`src/rtl/uart_tx_chan_mux.sv`:
```
// uart_tx_chan_mux
//   N:1 channel multiplexer with valid/ready handshaking in front of the UART
//   TX serializer. One channel is granted per cycle, either by the external
//   select (mode=0) or by round-robin arbitration (mode=1). The granted word
//   is captured in a single-entry output register, tagged with its source
//   channel, and drained by the serializer through out_valid/out_ready.
//
// Build option
//   CHMUX_BURST_EN : when defined, a round-robin winner keeps the grant for
//                    up to BURST consecutive transfers while its in_valid
//                    stays high. When undefined the grant rotates after every
//                    transfer and BURST has no effect.
//
// Ports
//   clk        clock, rising edge
//   rst        synchronous active-high reset; overrides all other inputs
//   enable     1: words may be accepted; 0: no accepts, output still drains
//   mode       0: fixed select by sel; 1: round-robin
//   sel        channel index used when mode=0
//   in_data    channel i word at [i*WIDTH +: WIDTH]
//   in_valid   per-channel word available
//   in_ready   per-channel accept (combinational)
//   out_data   registered output word
//   out_valid  output register holds a word
//   out_ready  downstream takes out_data this cycle
//   out_chan   source channel of the word in out_data

module uart_tx_chan_mux #(
    parameter int  WIDTH    = 32,
    parameter int  CHANNELS = 4,
    parameter int  BURST    = 4,
    localparam int SEL_W    = $clog2(CHANNELS)
) (
    input  logic                      clk,
    input  logic                      rst,
    input  logic                      enable,
    input  logic                      mode,
    input  logic [SEL_W-1:0]          sel,
    input  logic [CHANNELS*WIDTH-1:0] in_data,
    input  logic [CHANNELS-1:0]       in_valid,
    output logic [CHANNELS-1:0]       in_ready,
    output logic [WIDTH-1:0]          out_data,
    output logic                      out_valid,
    input  logic                      out_ready,
    output logic [SEL_W-1:0]          out_chan
);

    if (CHANNELS < 2 || BURST < 1) begin : g_param_check
        $error("uart_tx_chan_mux: CHANNELS must be >= 2 and BURST >= 1");
    end

    // Unpack the flat input bus so the granted word is a plain array read.
    logic [WIDTH-1:0] ch_data [CHANNELS];
    for (genvar gi = 0; gi < CHANNELS; gi++) begin : g_unpack
        assign ch_data[gi] = in_data[gi*WIDTH +: WIDTH];
    end

    logic [WIDTH-1:0] out_data_q, out_data_d;
    logic             out_valid_q, out_valid_d;
    logic [SEL_W-1:0] out_chan_q, out_chan_d;
    logic [SEL_W-1:0] rr_ptr_q, rr_ptr_d;

    logic [SEL_W-1:0] grant;
    logic [SEL_W-1:0] rr_base;
    logic             grant_vld;
    logic             out_free;
    logic             accept;
    logic             load;

`ifdef CHMUX_BURST_EN
    localparam int CNT_W = $clog2(BURST + 1);
    logic [CNT_W-1:0] burst_cnt_q, burst_cnt_d, cnt_inc;
    logic [SEL_W-1:0] holder_q, holder_d;
    logic             burst_active, burst_keep, burst_drop;
`endif

    // First requester after 'base', wrapping modulo CHANNELS. Scanning from
    // the far end lets the nearest requester overwrite the result last.
    function automatic logic [SEL_W-1:0] rr_scan(input logic [SEL_W-1:0]    base,
                                                 input logic [CHANNELS-1:0] req);
        int idx;
        rr_scan = '0;
        for (int k = CHANNELS; k >= 1; k--) begin
            idx = int'(base) + k;
            if (idx >= CHANNELS) idx = idx - CHANNELS;
            if (req[idx[SEL_W-1:0]]) rr_scan = SEL_W'(idx);
        end
    endfunction

    // Grant selection and handshake.
    always_comb begin
        out_free  = !out_valid_q || out_ready;
        grant     = '0;
        grant_vld = 1'b0;
        rr_base   = rr_ptr_q;
`ifdef CHMUX_BURST_EN
        burst_active = (burst_cnt_q != '0);
        burst_keep   = burst_active && in_valid[holder_q];
        burst_drop   = burst_active && !in_valid[holder_q];
        // A burst cut short by the holder resumes arbitration after the holder.
        if (burst_drop) rr_base = holder_q;
`endif
        if (mode) begin
            grant_vld = |in_valid;
            grant     = rr_scan(rr_base, in_valid);
`ifdef CHMUX_BURST_EN
            if (burst_keep) grant = holder_q;
`endif
        end else begin
            // Zero-extended compare keeps out-of-range selects silently idle.
            grant_vld = ({{(32-SEL_W){1'b0}}, sel} < 32'(CHANNELS));
            grant     = sel;
        end
        accept = !rst && enable && grant_vld && out_free;
        load   = accept && in_valid[grant];
    end

    for (genvar gi = 0; gi < CHANNELS; gi++) begin : g_ready
        assign in_ready[gi] = accept && (grant == SEL_W'(gi));
    end

    // Next-state logic for the output stage and arbitration state.
    always_comb begin
        out_valid_d = out_valid_q;
        out_data_d  = out_data_q;
        out_chan_d  = out_chan_q;
        rr_ptr_d    = rr_ptr_q;

        if (load) begin
            out_valid_d = 1'b1;
            out_data_d  = ch_data[grant];
            out_chan_d  = grant;
        end else if (out_valid_q && out_ready) begin
            out_valid_d = 1'b0;
        end

`ifdef CHMUX_BURST_EN
        burst_cnt_d = burst_cnt_q;
        holder_d    = holder_q;
        cnt_inc     = burst_keep ? burst_cnt_q + 1'b1 : CNT_W'(1);
        if (enable && mode) begin
            if (load) begin
                if (burst_drop) rr_ptr_d = holder_q;
                if (cnt_inc == CNT_W'(BURST)) begin
                    burst_cnt_d = '0;
                    rr_ptr_d    = grant;
                end else begin
                    burst_cnt_d = cnt_inc;
                    holder_d    = grant;
                end
            end else if (burst_drop) begin
                burst_cnt_d = '0;
                rr_ptr_d    = holder_q;
            end
        end
`else
        if (load && mode) rr_ptr_d = grant;
`endif
    end

    always_ff @(posedge clk) begin
        if (rst) begin
            out_valid_q <= 1'b0;
            out_data_q  <= '0;
            out_chan_q  <= '0;
            rr_ptr_q    <= SEL_W'(CHANNELS - 1);
`ifdef CHMUX_BURST_EN
            burst_cnt_q <= '0;
            holder_q    <= '0;
`endif
        end else begin
            out_valid_q <= out_valid_d;
            out_data_q  <= out_data_d;
            out_chan_q  <= out_chan_d;
            rr_ptr_q    <= rr_ptr_d;
`ifdef CHMUX_BURST_EN
            burst_cnt_q <= burst_cnt_d;
            holder_q    <= holder_d;
`endif
        end
    end

    assign out_valid = out_valid_q;
    assign out_data  = out_data_q;
    assign out_chan  = out_chan_q;

endmodule

```
`config.mk`:
```
export PLATFORM = sky130hd
export DESIGN_NAME = uart_tx_chan_mux
export DESIGN_NICKNAME = d
export VERILOG_FILES = /design/src/rtl/uart_tx_chan_mux.sv
export SDC_FILE = /design/constraint.sdc
export NUM_CORES = 1
export LEC_CHECK = 0
export CAP_MARGIN = 5
export CORE_MARGIN = 3
export CORE_UTILIZATION = 37
export CTS_CLUSTER_SIZE = 28
export DETAILED_ROUTE_END_ITERATION = 8
export GPL_TIMING_DRIVEN = 1
export PLACE_DENSITY = 0.78
export SLEW_MARGIN = 10
export SYNTH_ARGS = -nofsm -noshare
export SYNTH_HDL_FRONTEND = slang
export SYNTH_SLANG_ARGS = --single-unit
```
`constraint.sdc`:
```
create_clock -name clk -period 3.1 [get_ports clk]
set_clock_uncertainty 0.15 [all_clocks]
set_input_delay 0.62 -clock clk [delete_from_list [all_inputs] [get_ports clk]]
set_output_delay 0.62 -clock clk [all_outputs]
set_load 0.01 [all_outputs]
```
==> metrics.md <==
| Metric | Value |
|---|---|
| Slew Viols, Final | `0` |
| Initial antenna violation count | `0` |
| #FFs+latches synth | `37` |
| Ys async rst share | `0%` |
| Synthesis Warnings | `0` |
| I/O Pins | `around 180` |
| Most used cell, CP | `dlygate4sd2_1` |
| Area Growth Syn to Fin | `73.8%` |
| Vias in the first global route | `approximately 2,900` |
| Initial cell density of the core | `between 30% and 40%` |
| Final setup fails | `0` |
| Max Cap Viol | `0` |
| Netlist Area Pre-Place | `~0.0028 sq mm` |
| H-tree levels | `2` |
| Worst Setup Slack, final | `107 ps` |
| Clock insertion delay at the later pin of the skew report | `approximately 280 ps` |
| Drc violations | `0` |
| Remaining Overflow, GRT | `0` |
| Clock Tree Buf Depth | `2` |
| Slew at the pin with the worst max-slew slack | `around 610 ps` |
| Post-place setup slack | `-446 ps` |
| Crit start category | `input pin` |
| Tmin final | `about 3000 ps` |
| WS Path Type | `in2out` |
| First-pass GRT wire length | `13.5 mm` |
| Register area share after synthesis | `26.4%` |
| Die ar. | `~0.0087 sq mm` |
| Net Count, Synth | `roughly 420` |
| Commonest cells post-synth | `mux2i_1, nand2_1, dfxtp_1` |
| Iter 0 DRT Violations | `54` |
| Final Hold Fails | `0` |
| Library cells used by synthesis | `44` |
| Run status | `finished clean` |
| Root Driver | `clkbuf_8` |
| Relative slew slack | `59.6%` |
| CTS Buf Count | `5` |
| CTS tree | `yes` |
| Ys flop type | `dfxtp_1` |
| WL/cell | `about 15 um` |
| Via count | `2,779` |
| Worst path arrival time | `2220 ps` |
| RSZ-0062 raised after global routing | `no` |
| Critical path capture point type | `output port` |
| Final Util | `roughly 67%` |
| Post-synth EDFFs | `0` |
| Achievable Freq | `roughly 330 MHz` |
| Share of cells above drive strength 1 | `a little under a fifth` |
| Avg Inst Size Synth | `10.0 sq um` |
| Post-Route WL | `~8.5 mm` |
| ANT cells | `0` |
| Tcrit/Tclk final | `96.6%` |
| CTS sink cnt | `37` |
| Top cell type's share of synthesized area | `about 35%` |
| DPL Wire Length | `between 6 and 7 mm` |
| Placer Congestion | `0.777` |
| 1st-pass router iterations | `4` |
| Overall global routing resource usage | `approximately 19%` |
| Crit path required time | `about 2300 ps` |
| Die Wd | `93.0 um` |
| Worst-path cell chain | `dlygate4sd2_1, or2_0, a311oi_2, buf_4, nor2_4, nand2_1, nor2_1, dlygate4sd2_1` |
| Die Ht | `~93 um` |
| Top post-synthesis cells by area | `mux2i_1, dfxtp_1, mux2_2` |
| CP max stage cell | `a311oi_2` |
| Max rail drop VDD | `around 0.21 mV` |
| Hold buffers post-CTS | `0` |
| Largest net degree at the start of global routing | `51` |
| P_leak | `2.07 nW` |
| Port bufs | `177` |
| Power density cells | `about 340 mW/mm^2` |
| Min-Delay Path Class | `reg2reg` |
| Final nets | `608` |
| Vias per cell | `approximately 4.9` |
| Post-synth top area cell | `mux2i_1` |
| Core Area | `~0.0073 sq mm` |
| Std-Cell Rows | `31` |
| Post-route ant nets | `0` |
| Clock-pin slew on the worst setup and hold paths | `~80 ps` |
| Cells after synthesis | `between 200 and 300` |
| CP Max Fanout | `8` |
| Top-count cell post-synth | `mux2i_1` |
| CP max stage delay | `roughly 350 ps` |
## area by class of cell
cell class                      count  area (sq um)
Sequential cell                    37           741
Fill cell                         599          2420
Tap cell                           99           124
Timing Repair Buffer              205          1990
Clock buffer                        5          68.8
Inverter                            3          11.3
Clock inverter                      3          46.3
Multi-Input combinational cell    217          1890
## placed cells by master, fill, tap and decap left out, types with 2 or more instances in the layout
cell type / count
o21a_1: 2
inv_1: 2
clkdlybuf4s50_1: 169
dlygate4sd2_1: 7
nor2b_1: 3
nor2_1: 7
a21oi_1: 2
mux2_2: 33
mux2i_1: 97
o21ai_0: 4
clkbuf_8: 5
nand2_1: 38
nand2b_1: 3
buf_4: 26
dfxtp_1: 37
## logic make-up after synthesis
group | share of synthesized area [%]
flip-flops | 26.4
AO/OA/AOI/OAI | 8.31
buffers and inverters | 6.83
multiplexers | 47.9
AND/OR/NAND/NOR | 10.5
## worst paths after layout
| kind | from | end | slack [ps] | cells after the start |
|---|---|---|---|---|
| worst min-delay path | out_data[16] | out_data[16] | 310 | 2 |
| worst min register to register | out_data[16] | out_data[16] | 310 | 2 |
| worst max-delay path | in_valid[0] | in_ready[1] | 110 | 8 |
| worst max register to register | rr_base[1] | out_data[28] | 500 | 8 |
## per-layer routing
metal | up-vias | track usage, % | part of all wire [%]
met5 | - | 0 | 0
met4 | 0 | 5.25 | 1.4
met3 | 8 | 6.92 | 9.3
met2 | 116 | 35.7 | 52
met1 | 1267 | 20.9 | 37
li1 | 1388 | - | -
## stage by stage
step / instances / hold slack [ps] / power, mW / cell area [sq um] / setup TNS (ps)
after floorplan: 280 / 329 / 0.895 / 2800 / 0
after global placement: 560 / 291 / 1.23 / 4750 / -6730
after detailed placement: 560 / 299 / 1.24 / 4750 / -9540
after CTS: 569 / 310 / 1.67 / 4860 / 0
after global routing: 569 / 333 / 1.74 / 4870 / 0
final: 569 / 309 / 1.65 / 4870 / 0
## flip-flops by register name (all words and copies together) (netlist names)
signal and flops:
rr_base 2, out_data 32, out_chan 2, out_valid 1
## power breakdown
group          switching, mW  leakage, nW  internal (mW)
registers             0.0276        0.303          0.524
logic                  0.245         1.72          0.429
clock network          0.181       0.0543          0.241
total                  0.454         2.07           1.19
## critical path, delay by kind of cell
kind | cells | cell delay (ps)
simple gates | 4 | 440
compound gates | 1 | 350
buf+inv | 3 | 810
## what timing repair did
action,4_1_cts,5_1_grt
pin swaps,1,1
resized for setup,11,2
endpoints found under the setup margin,5,10
endpoints found under the hold margin,0,0
gates cloned,0,0
setup buffers,1,0
No activity file was read; power rests on OpenSTA's default activity.
